--- src/rtl/seg7_scan_driver_pkg.sv ---
// seg7_pkg: shared constants and helpers for the 7-segment scan driver.
//   SEG_TABLE     : hex digit -> {g,f,e,d,c,b,a}, active-high
//   inactive_lvl  : idle pin level for a given display polarity
//   clog2         : bit width needed to count 0..v-1 (minimum 1)
package seg7_pkg;

  // Entry 0 sits in the least significant slice, so SEG_TABLE[h] is digit h.
  localparam logic [15:0][6:0] SEG_TABLE = {
    7'h71, 7'h79, 7'h5E, 7'h39, 7'h7C, 7'h77, 7'h6F, 7'h7F,
    7'h07, 7'h7D, 7'h6D, 7'h66, 7'h4F, 7'h5B, 7'h06, 7'h3F
  };

  // Common-anode boards sink current, so their idle level is high.
  function automatic logic inactive_lvl(input int common_anode);
    return (common_anode != 0) ? 1'b1 : 1'b0;
  endfunction

  // Never returns 0, so a counter that only ever holds 0 still gets a bit.
  function automatic int clog2(input int v);
    int r;
    r = 1;
    while ((32'(1) << r) < v) r = r + 1;
    return r;
  endfunction

endpackage

--- src/rtl/seg7_scan_driver_if.sv ---
// seg7_scan_driver_if: datapath-side control bundle of the scan driver.
//   value_in   : packed hex digits, digit 0 in [3:0] (rightmost)
//   dp_in      : decimal-point request per digit
//   load       : one-cycle strobe, captures value_in/dp_in into the shadow
//   blank_lz   : leading-zero blanking enable
//   blink_mask : digits that blink
//   enable     : display enable; low blanks every output pin
// master = datapath that drives the bundle, slave = the scan driver.
interface seg7_scan_driver_if #(
  parameter int NUM_DIGITS = 4
);
  logic [4*NUM_DIGITS-1:0] value_in;
  logic [NUM_DIGITS-1:0]   dp_in;
  logic                    load;
  logic                    blank_lz;
  logic [NUM_DIGITS-1:0]   blink_mask;
  logic                    enable;

  modport master (
    output value_in, dp_in, load, blank_lz, blink_mask, enable
  );

  modport slave (
    input value_in, dp_in, load, blank_lz, blink_mask, enable
  );
endinterface

--- src/rtl/seg7_scan_driver_hex_lut.sv ---
// seg7_hex_lut: combinational hex-to-segment decoder.
//   hex : 4-bit digit
//   seg : {g,f,e,d,c,b,a}, active-high (polarity is applied by the caller)
module seg7_hex_lut
  import seg7_pkg::*;
(
  input  logic [3:0] hex,
  output logic [6:0] seg
);
  assign seg = SEG_TABLE[hex];
endmodule

--- src/rtl/seg7_scan_driver.sv ---
// seg7_scan_driver: time-multiplexed N-digit 7-segment display driver.
//   clk, rst_n  : single clock, asynchronous active-low reset
//   ctrl        : datapath bundle (value, dp, load, blank/blink, enable)
//   segments    : {g,f,e,d,c,b,a} of the digit being scanned
//   dp_out      : decimal point of the digit being scanned
//   digit_sel   : one-hot digit enable
//   frame_tick  : one-cycle pulse on the last slot of every scan frame
// COMMON_ANODE inverts segments, dp_out and digit_sel (frame_tick is never
// inverted). The displayed value is double-buffered: load writes the shadow,
// the active copy is only refreshed on the frame boundary, so a frame never
// mixes digits of two different values.
module seg7_scan_driver
  import seg7_pkg::*;
#(
  parameter int NUM_DIGITS   = 4,
  parameter int COMMON_ANODE = 0,
  parameter int SCAN_DIV     = 100000,
  parameter int BLINK_FRAMES = 64
) (
  input  logic                  clk,
  input  logic                  rst_n,
  seg7_scan_driver_if.slave     ctrl,
  output logic [6:0]            segments,
  output logic                  dp_out,
  output logic [NUM_DIGITS-1:0] digit_sel,
  output logic                  frame_tick
);

  localparam int PRESC_W = clog2(SCAN_DIV);
  localparam int IDX_W   = clog2(NUM_DIGITS);
  localparam int BLINK_W = clog2(BLINK_FRAMES);

  localparam logic [PRESC_W-1:0] PRESC_LAST = PRESC_W'(SCAN_DIV - 1);
  localparam logic [PRESC_W-1:0] PRESC_PRE  = PRESC_W'(SCAN_DIV - 2);
  localparam logic [IDX_W-1:0]   IDX_LAST   = IDX_W'(NUM_DIGITS - 1);
  localparam logic [BLINK_W-1:0] BLINK_LAST = BLINK_W'(BLINK_FRAMES - 1);

  localparam logic INACT = inactive_lvl(COMMON_ANODE);

  // ---------------------------------------------------------------------------
  // Scan timing
  // ---------------------------------------------------------------------------
  logic [PRESC_W-1:0] presc;
  logic [IDX_W-1:0]   idx;
  logic               slot_adv;
  logic               frame_pre;

  assign slot_adv  = (presc == PRESC_LAST);
  // Decoded one cycle early so frame_tick can be a flop yet still coincide
  // with the slot_adv that wraps the digit index.
  assign frame_pre = (presc == PRESC_PRE) && (idx == IDX_LAST);

  always_ff @(posedge clk or negedge rst_n) begin
    if (!rst_n) begin
      presc      <= '0;
      idx        <= '0;
      frame_tick <= 1'b0;
    end else begin
      presc      <= slot_adv ? '0 : presc + PRESC_W'(1);
      frame_tick <= frame_pre;
      if (slot_adv)
        idx <= (idx == IDX_LAST) ? '0 : idx + IDX_W'(1);
    end
  end

  // ---------------------------------------------------------------------------
  // Shadow / active buffers
  // ---------------------------------------------------------------------------
  logic [NUM_DIGITS-1:0][3:0] shadow_val, active_val;
  logic [NUM_DIGITS-1:0]      shadow_dp,  active_dp;

  always_ff @(posedge clk or negedge rst_n) begin
    if (!rst_n) begin
      shadow_val <= '0;
      shadow_dp  <= '0;
      active_val <= '0;
      active_dp  <= '0;
    end else begin
      if (ctrl.load) begin
        shadow_val <= ctrl.value_in;
        shadow_dp  <= ctrl.dp_in;
      end
      // A load on the boundary cycle bypasses the shadow so it shows at once.
      if (frame_tick) begin
        active_val <= ctrl.load ? ctrl.value_in : shadow_val;
        active_dp  <= ctrl.load ? ctrl.dp_in    : shadow_dp;
      end
    end
  end

  // ---------------------------------------------------------------------------
  // Blink phase: toggles every BLINK_FRAMES frames
  // ---------------------------------------------------------------------------
  logic [BLINK_W-1:0] blink_cnt;
  logic               blink_phase;

  always_ff @(posedge clk or negedge rst_n) begin
    if (!rst_n) begin
      blink_cnt   <= '0;
      blink_phase <= 1'b0;
    end else if (frame_tick) begin
      if (blink_cnt == BLINK_LAST) begin
        blink_cnt   <= '0;
        blink_phase <= ~blink_phase;
      end else begin
        blink_cnt <= blink_cnt + BLINK_W'(1);
      end
    end
  end

  // ---------------------------------------------------------------------------
  // Leading-zero detection, walked down from the most significant digit.
  // A set dp stops the run, so "0.5" keeps its leading zero.
  // ---------------------------------------------------------------------------
  logic [NUM_DIGITS-1:0] lz_blank;
  logic                  lz_run;

  always_comb begin
    lz_blank = '0;
    lz_run   = 1'b1;
    for (int k = NUM_DIGITS - 1; k >= 1; k--) begin
      lz_run      = lz_run & (active_val[k] == 4'd0) & ~active_dp[k];
      lz_blank[k] = lz_run;
    end
  end

  // ---------------------------------------------------------------------------
  // Per-digit segment decode
  // ---------------------------------------------------------------------------
  logic [NUM_DIGITS-1:0][6:0] dig_seg;

  for (genvar g = 0; g < NUM_DIGITS; g++) begin : g_lut
    seg7_hex_lut u_lut (
      .hex (active_val[g]),
      .seg (dig_seg[g])
    );
  end

  // ---------------------------------------------------------------------------
  // Output stage: one register between the scan state and the pins
  // ---------------------------------------------------------------------------
  logic                  dig_blank;
  logic [NUM_DIGITS-1:0] sel_onehot;
  logic [6:0]            seg_d;
  logic                  dp_d;
  logic [NUM_DIGITS-1:0] sel_d;

  assign sel_onehot = NUM_DIGITS'(1) << idx;
  assign dig_blank  = (ctrl.blank_lz & lz_blank[idx])
                    | (blink_phase & ctrl.blink_mask[idx]);

  always_comb begin
    seg_d = {7{INACT}};
    dp_d  = INACT;
    sel_d = {NUM_DIGITS{INACT}};
    if (ctrl.enable) begin
      // A blanked digit still gets its enable so the scan duty cycle of the
      // remaining digits is unchanged.
      sel_d = sel_onehot ^ {NUM_DIGITS{INACT}};
      if (!dig_blank) begin
        seg_d = dig_seg[idx] ^ {7{INACT}};
        dp_d  = active_dp[idx] ^ INACT;
      end
    end
  end

  always_ff @(posedge clk or negedge rst_n) begin
    if (!rst_n) begin
      segments  <= {7{INACT}};
      dp_out    <= INACT;
      digit_sel <= {NUM_DIGITS{INACT}};
    end else begin
      segments  <= seg_d;
      dp_out    <= dp_d;
      digit_sel <= sel_d;
    end
  end

endmodule

--- src/flat_wrapper.sv ---
// flat-port wrapper written by rule: the top's interface ports become plain ports
module seg7_scan_driver_flat import seg7_pkg::*;
#(
  parameter int NUM_DIGITS   = 4,
  parameter int COMMON_ANODE = 0,
  parameter int SCAN_DIV     = 100000,
  parameter int BLINK_FRAMES = 64
)
  (clk, rst_n, segments, dp_out, digit_sel, frame_tick, ctrl_value_in, ctrl_dp_in, ctrl_load, ctrl_blank_lz, ctrl_blink_mask, ctrl_enable);
  seg7_scan_driver_if #(.NUM_DIGITS(NUM_DIGITS)) ctrl_i ();
  input  logic clk;
  input  logic rst_n;
  output logic [6:0] segments;
  output logic dp_out;
  output logic [NUM_DIGITS-1:0] digit_sel;
  output logic frame_tick;
  input wire logic [$bits(ctrl_i.value_in)-1:0] ctrl_value_in;
  input wire logic [$bits(ctrl_i.dp_in)-1:0] ctrl_dp_in;
  input wire logic [$bits(ctrl_i.load)-1:0] ctrl_load;
  input wire logic [$bits(ctrl_i.blank_lz)-1:0] ctrl_blank_lz;
  input wire logic [$bits(ctrl_i.blink_mask)-1:0] ctrl_blink_mask;
  input wire logic [$bits(ctrl_i.enable)-1:0] ctrl_enable;
  assign ctrl_i.value_in = ctrl_value_in;
  assign ctrl_i.dp_in = ctrl_dp_in;
  assign ctrl_i.load = ctrl_load;
  assign ctrl_i.blank_lz = ctrl_blank_lz;
  assign ctrl_i.blink_mask = ctrl_blink_mask;
  assign ctrl_i.enable = ctrl_enable;
  seg7_scan_driver #(.NUM_DIGITS(NUM_DIGITS), .COMMON_ANODE(COMMON_ANODE), .SCAN_DIV(SCAN_DIV), .BLINK_FRAMES(BLINK_FRAMES)) u_core (.clk(clk), .rst_n(rst_n), .ctrl(ctrl_i), .segments(segments), .dp_out(dp_out), .digit_sel(digit_sel), .frame_tick(frame_tick));
endmodule
--- config.mk ---
export PLATFORM = sky130hd
export DESIGN_NAME = seg7_scan_driver_flat
export DESIGN_NICKNAME = d
export VERILOG_FILES = /design/src/rtl/seg7_scan_driver_pkg.sv /design/src/rtl/seg7_scan_driver_if.sv /design/src/rtl/seg7_scan_driver_hex_lut.sv /design/src/rtl/seg7_scan_driver.sv /design/src/flat_wrapper.sv
export SDC_FILE = /design/constraint.sdc
export NUM_CORES = 1
export LEC_CHECK = 0
export ABC_AREA = 1
export ABC_CLOCK_PERIOD_IN_PS = 1700
export CAP_MARGIN = 25
export CORE_AREA = 4 4 112 114
export DETAILED_ROUTE_END_ITERATION = 8
export DIE_AREA = 0 0 116 118
export PLACE_DENSITY = 0.62
export SYNTH_ARGS = -nofsm -noshare
export SYNTH_HDL_FRONTEND = slang
export SYNTH_SLANG_ARGS = --single-unit
export TNS_END_PERCENT = 30
--- constraint.sdc ---
create_clock -name clk -period 1.7 [get_ports clk]
set_clock_uncertainty 0.15 [all_clocks]
set_input_delay 0.34 -clock clk [delete_from_list [all_inputs] [get_ports clk]]
set_output_delay 0.34 -clock clk [all_outputs]
set_load 0.01 [all_outputs]
==> results of run 1 <==
## stage by stage
step                cell area, um^2  worst slack [ns]  total power, mW
finish                         5554           0.03197            4.074
global route                   5554          -0.04547            4.247
CTS                            5484          0.002396            4.130
detailed placement             5190           -0.2393            2.215
global placement               5190           -0.1939            2.206
floorplan                      4538            0.2001            2.062
## routing by layer
layer	wire, um	GRT usage [%]	up-vias
met5	0	0	-
met4	140	4.786	0
met3	535	3.753	14
met2	4540	23.92	104
met1	4903	22.03	1735
li1	-	-	1869
## cell usage after synthesis, types with 2 or more instances
| library cell | count |
|---|---|
| nand2_1 | 127 |
| dfrtp_1 | 79 |
| nand3_1 | 63 |
| inv_1 | 54 |
| nor2_1 | 37 |
| o21ai_0 | 36 |
| ha_1 | 27 |
| mux2_2 | 22 |
| buf_2 | 14 |
| inv_2 | 12 |
| nand4_1 | 10 |
| a21oi_1 | 9 |
| xor2_1 | 8 |
| nor3_2 | 5 |
| o21ai_1 | 5 |
| xnor2_1 | 5 |
| o211ai_1 | 4 |
| nand2_2 | 3 |
| nor2_2 | 3 |
| clkbuf_1 | 2 |
| nand3_2 | 2 |
| nor3_1 | 2 |
## sequential cells by signal, indices dropped and copies added, names as in the netlist
| signal | count |
|---|---|
| u_core.frame_tick | 1 |
| u_core.shadow_dp | 4 |
| u_core.dp_out | 1 |
| u_core.shadow_val | 16 |
| u_core.blink_phase | 1 |
| u_core.digit_sel | 4 |
| u_core.idx | 2 |
| u_core.active_dp | 4 |
| u_core.blink_cnt | 6 |
| u_core.segments | 7 |
| u_core.active_val | 16 |
| u_core.presc | 17 |
## cell type report
| type | count | area [um^2] |
|---|---|---|
| fill | 1098 | 5864 |
| multi-input combinational | 381 | 2241 |
| sequential | 79 | 1981 |
| timing repair buffer | 60 | 598.1 |
| inverter | 67 | 264.0 |
| clock buffer | 11 | 232.7 |
| tap | 143 | 178.9 |
| clock inverter | 5 | 58.81 |
## worst paths after layout
kind	slack, ns	start	endpoint
hold reg to reg	0.34	u_core.shadow_dp[1]	u_core.shadow_dp[1]
setup / recovery	0.03	u_core.segments[5]	segments[5]
min in group asynchronous	0.41	rst_n	u_core.shadow_val[13]
max in group asynchronous	0.64	rst_n	u_core.idx[0]
setup reg to reg	0.08	u_core.active_val[13]	u_core.segments[5]
hold / removal	0.34	u_core.shadow_dp[1]	u_core.shadow_dp[1]
## cells by family after synthesis
family	Yosys count	share of synthesized area (%)
xor+xnor	13	2.509
flops	79	43.56
fa+ha+maj	27	7.444
compound gates	58	6.920
buf+inv	85	7.692
simple gates	261	26.41
mux	22	5.459
## timing repair
item                                    in CTS  in global routing
gates resized for setup                      6                 26
endpoints found under the setup margin       6                 17
hold buffers                                 1                  0
hold endpoints to repair                    79                  0
pin swaps                                    0                  4
setup buffers                                0                  2
## power groups by stage
stage | Clock, mW | Sequential [mW] | Combinational, mW
global route | 2.04 | 1.95 | 0.255
finish | 1.90 | 1.95 | 0.227
floorplan | 0 | 1.98 | 0.0796
CTS | 1.95 | 1.95 | 0.233
global placement | 0 | 1.98 | 0.224
detailed placement | 0 | 1.98 | 0.231
==> results.ini, run 1 <==
[clock_tree]
htree_levels=3
clock_latency_ns=0.34
path_clk_slew_ns=0.06
cts_buffer_depth=2
cts_tree=done
cts.sinks=79
cts_root_buffer=clkbuf_16
cts_buffers=9

[sta]
setup_tns_ns=0
max_freq_mhz=599.5
setup_violations=0
period_minus_slack_ns=1.668
worstMarginPinSlew_ns=0.4223
min_period_over_period_pct=98.12
grt_setup_unrepaired=yes
hold_viol=0
slew_headroom_pct=71.85
slew_violations=0
whs_ns=0.3423

[worst_setup_path]
critPathRequiredTime_ns=1.21
cp.buffers_inverters=1
cp_cell_sequence=clkdlybuf4s50_1
timing_worst_setup_path_type=flop to output port
cp-start-kind=flop
critical_path_depth=1
critPathSlowestCell=clkdlybuf4s50_1
cp.arrival_ns=1.18
rr_worst_depth=7
max_stage_delay_ns=0.52
cp_max_fo=1
cp-end-kind=output port
crit_family=buffers and inverters

[placed_design]
place.gp.congestion=0.8921
dp_hpwl_mm=7.295
numPortBuffers=41
dp_cells=727

[routing]
avgViaCountPerCell=4.989
route.detailed.drc=0
first_iter_violations=368
postRouteAntennaNets=0
first_pass_iters=4
finalWirelength_mm=10.12
routedWlPerCell_um=13.56
num_vias=3722

[finish]
nets=654
postLayoutCoreUtil_pct=48.64
area.growth.synth_to_final_pct=22.39
layout_commonest_cell=nand2_1
fin_cells=746
drive_above_1_share_pct=17.08
n_antenna_cell=0
final_cell_mix=nand2_1 (127), dfrtp_1 (76), nand3_1 (62)

[synthesis]
avgSynthCellArea_um2=8.327
synth_warnings=0
synth-edff-count=0
syn_area_um2=4538
ys_top_cells_by_area=dfrtp_1 (44%), nand2_1 (11%), ha_1 (7.4%)
synth_top_area_share_pct=43.56
yosysTopAreaCell=dfrtp_1
ys_ff_latch=79
synthFlopType=dfrtp_1
synth.distinct_cells=38
syn-num-nets=601
postSynthCellCount=545
synthArstFlopShare_pct=100.0
ys_seq_area_share_pct=43.56

[power_and_ir_drop]
pwr-share-clk_pct=46.6
p_leak_nw=2.729
pwr_density_cell_nw_per_um2=733.6
internal-power_mw=3.200
switching_share_pct=21.45
switchingPower_mw=0.8738
ir_drop_uv=376.0
p_comb_share_pct=5.6
seq_power_share_pct=47.8

[global_route]
grt_pass1_wl_mm=17.34
grt_max_degree=80
antenna_found_initial=0
overflow=0
grt_pass1_vias=3695
grt_usage_pct=15.71

[die]
dieArea_um2=13690
die_x_um=116
num_rows=39
coreArea_um2=11420
die_h_um=118
start_util_pct=39.74
ios=42

[min_path]
hold_path_class=flop to flop
whs_path_depth=1

[job]
drv_cap=0

[status]
status=complete, no violations

Note: power is estimated with default switching activity, not from simulation.
==> inputs of run 2 (changes only) <==
PLACE_DENSITY = unset   (was 0.62)
PLACE_DENSITY_LB_ADDON = 0.12   (was unset)
TNS_END_PERCENT = 1   (was 30)
==> run 2 against run 1 <==
Net effect: register-to-register slack is essentially flat; critical endpoint is now u_core.segments[3]; sequential cell count did not move; first-iteration DRC count is 25% lower; worst setup slack improved by 0.043 ns; non-clock buffer count up 3; via count shrank 0.38%; combinational power is essentially flat; cell area increased by 1.7%; final cell count grew 0.40%; total power up 2.6%.
==> results.ini, run 2 (synthesized netlist as in run 1, its figures left out) <==
[status]
status=complete, no violations

[routing]
first_pass_iters=5
postRouteAntennaNets=0
finalWirelength_mm=10.62
avgViaCountPerCell=4.951
first_iter_violations=275
route.detailed.drc=0
num_vias=3708
routedWlPerCell_um=14.17

[sta]
max_freq_mhz=615.4
whs_ns=0.2482
setup_violations=0
slew_headroom_pct=76.59
period_minus_slack_ns=1.625
worstMarginPinSlew_ns=0.3511
min_period_over_period_pct=95.59
grt_setup_unrepaired=yes
hold_viol=0
slew_violations=0

[global_route]
overflow=0
grt_pass1_vias=3660
grt_max_degree=45
grt_pass1_wl_mm=18.36
grt_usage_pct=16.71
antenna_found_initial=0

[finish]
area.growth.synth_to_final_pct=24.51
largest_reg_flops=17
n_antenna_cell=0
drive_above_1_share_pct=18.98
regMostFlops=u_core.presc
nets=657
largest_registers=u_core.presc: 17 flops, u_core.active_val: 16 flops, u_core.shadow_val: 16 flops
layout_commonest_cell=nand2_1
final_cell_mix=nand2_1 (127), dfrtp_1 (74), nand3_1 (63)

[clock_tree]
path_clk_slew_ns=0.06
cts_tree=done
cts_buffers=9
cts_root_buffer=clkbuf_16
clock_latency_ns=0.34
cts.sinks=79
htree_levels=3
cts_buffer_depth=2

[power_and_ir_drop]
pwr_density_cell_nw_per_um2=740.1
p_leak_nw=2.807
ir_drop_uv=548.3
power_mw=4.182

[worst_setup_path]
critPathSlowestCell=dfrtp_2
timing_worst_setup_path_type=flop to flop
cp-end-kind=flop
cp_cell_sequence=inv_2, ha_1, o21ai_0, nand2_1, nand3_1, nand2_1, nor2_1, nor2_2
cp-start-kind=flop
cp.arrival_ns=1.70
crit_top_cell=nand2_1
critPathRequiredTime_ns=1.78
max_stage_delay_ns=0.44
cp_max_fo=6

[die]
coreArea_um2=11420
ios=42
dieArea_um2=13690
die_h_um=118
start_util_pct=39.74
num_rows=39
die_x_um=116

[placed_design]
dp_hpwl_mm=7.845
place.gp.congestion=0.8950
numPortBuffers=41

[job]
drv_cap=0

[min_path]
hold_path_class=input port to asynchronous set/reset pin

-- run 2: changes by cell type in the layout (fill, tap and decap cells not counted), sizes merged --
cell / change
buf: +3
clkbuf: +2
clkinvlp: -2
dlymetal6s2s: +3
dlygate4sd2: -2
clkdlybuf4s50: -1
-- run 2: critical path: cells and delay by family (launching register included) --
family	cells	cell delay [ns]
and+or+nand+nor	5	0.38
DFF	1	0.44
AOI/OAI and AO/OA	1	0.17
adders and majority gates	1	0.25
buffers and inverters	1	0.12
-- run 2: worst paths after layout --
kind                                            from                     to  slack, ns  cells past startpoint
worst min register to register  u_core.shadow_val[5]   u_core.shadow_val[5]       0.34                      1
worst max-delay path            u_core.active_val[0]     u_core.segments[3]       0.07                      8
min in group clk                u_core.shadow_val[5]   u_core.shadow_val[5]       0.34                      1
max in group asynchronous                      rst_n          u_core.idx[0]       0.60                      3
worst min-delay path                           rst_n  u_core.active_val[13]       0.25                      2
worst max register to register  u_core.active_val[0]     u_core.segments[3]       0.07                      8
-- run 2: final cells by class --
class / count / area (um^2)
Sequential cell: 79 / 1983
Multi-Input combinational cell: 381 / 2288
Clock inverter: 3 / 40.04
Tap cell: 143 / 178.9
Timing Repair Buffer: 63 / 630.6
Clock buffer: 13 / 270.3
Fill cell: 1115 / 5768
Inverter: 67 / 259.0
-- run 2: repair_timing --
item / in CTS / in global routing
endpoints found under the setup margin: 4 / 21
endpoints found under the hold margin: 26 / 0
pin swaps: 0 / 2
hold buffers: 1 / 0
setup buffers: 0 / 1
gates resized for setup: 4 / 42
-- run 2: routing by layer --
metal  up-vias  track usage [%]  wire (um)
li1       1882                -          -
met1      1735            24.89       5420
met2        78            23.78       4557
met3        13            3.188        447
met4         0            6.309        191
met5         -                0          0
-- run 2: power by group --
| part | switching (mW) | internal (mW) | leakage [nW] |
|---|---|---|---|
| clock network | 0.752 | 1.25 | 0.156 |
| logic | 0.0986 | 0.131 | 1.72 |
| registers | 0.0132 | 1.93 | 0.933 |
| total | 0.864 | 3.32 | 2.81 |
-- run 2: stage by stage --
| stage | setup TNS, ns | setup slack, ns | utilization [%] | cells | instance area [um^2] |
|---|---|---|---|---|---|
| CTS | 0 | 0.0003908 | 48.48 | 748 | 5535 |
| finish | 0 | 0.07491 | 49.49 | 749 | 5650 |
| floorplan | 0 | 0.2001 | - | 545 | 4538 |
| global placement | -2.905 | -0.1858 | 45.72 | 731 | 5220 |
| global route | -0.08694 | -0.04500 | 49.49 | 749 | 5650 |
| detailed placement | -3.632 | -0.2147 | 45.72 | 731 | 5220 |
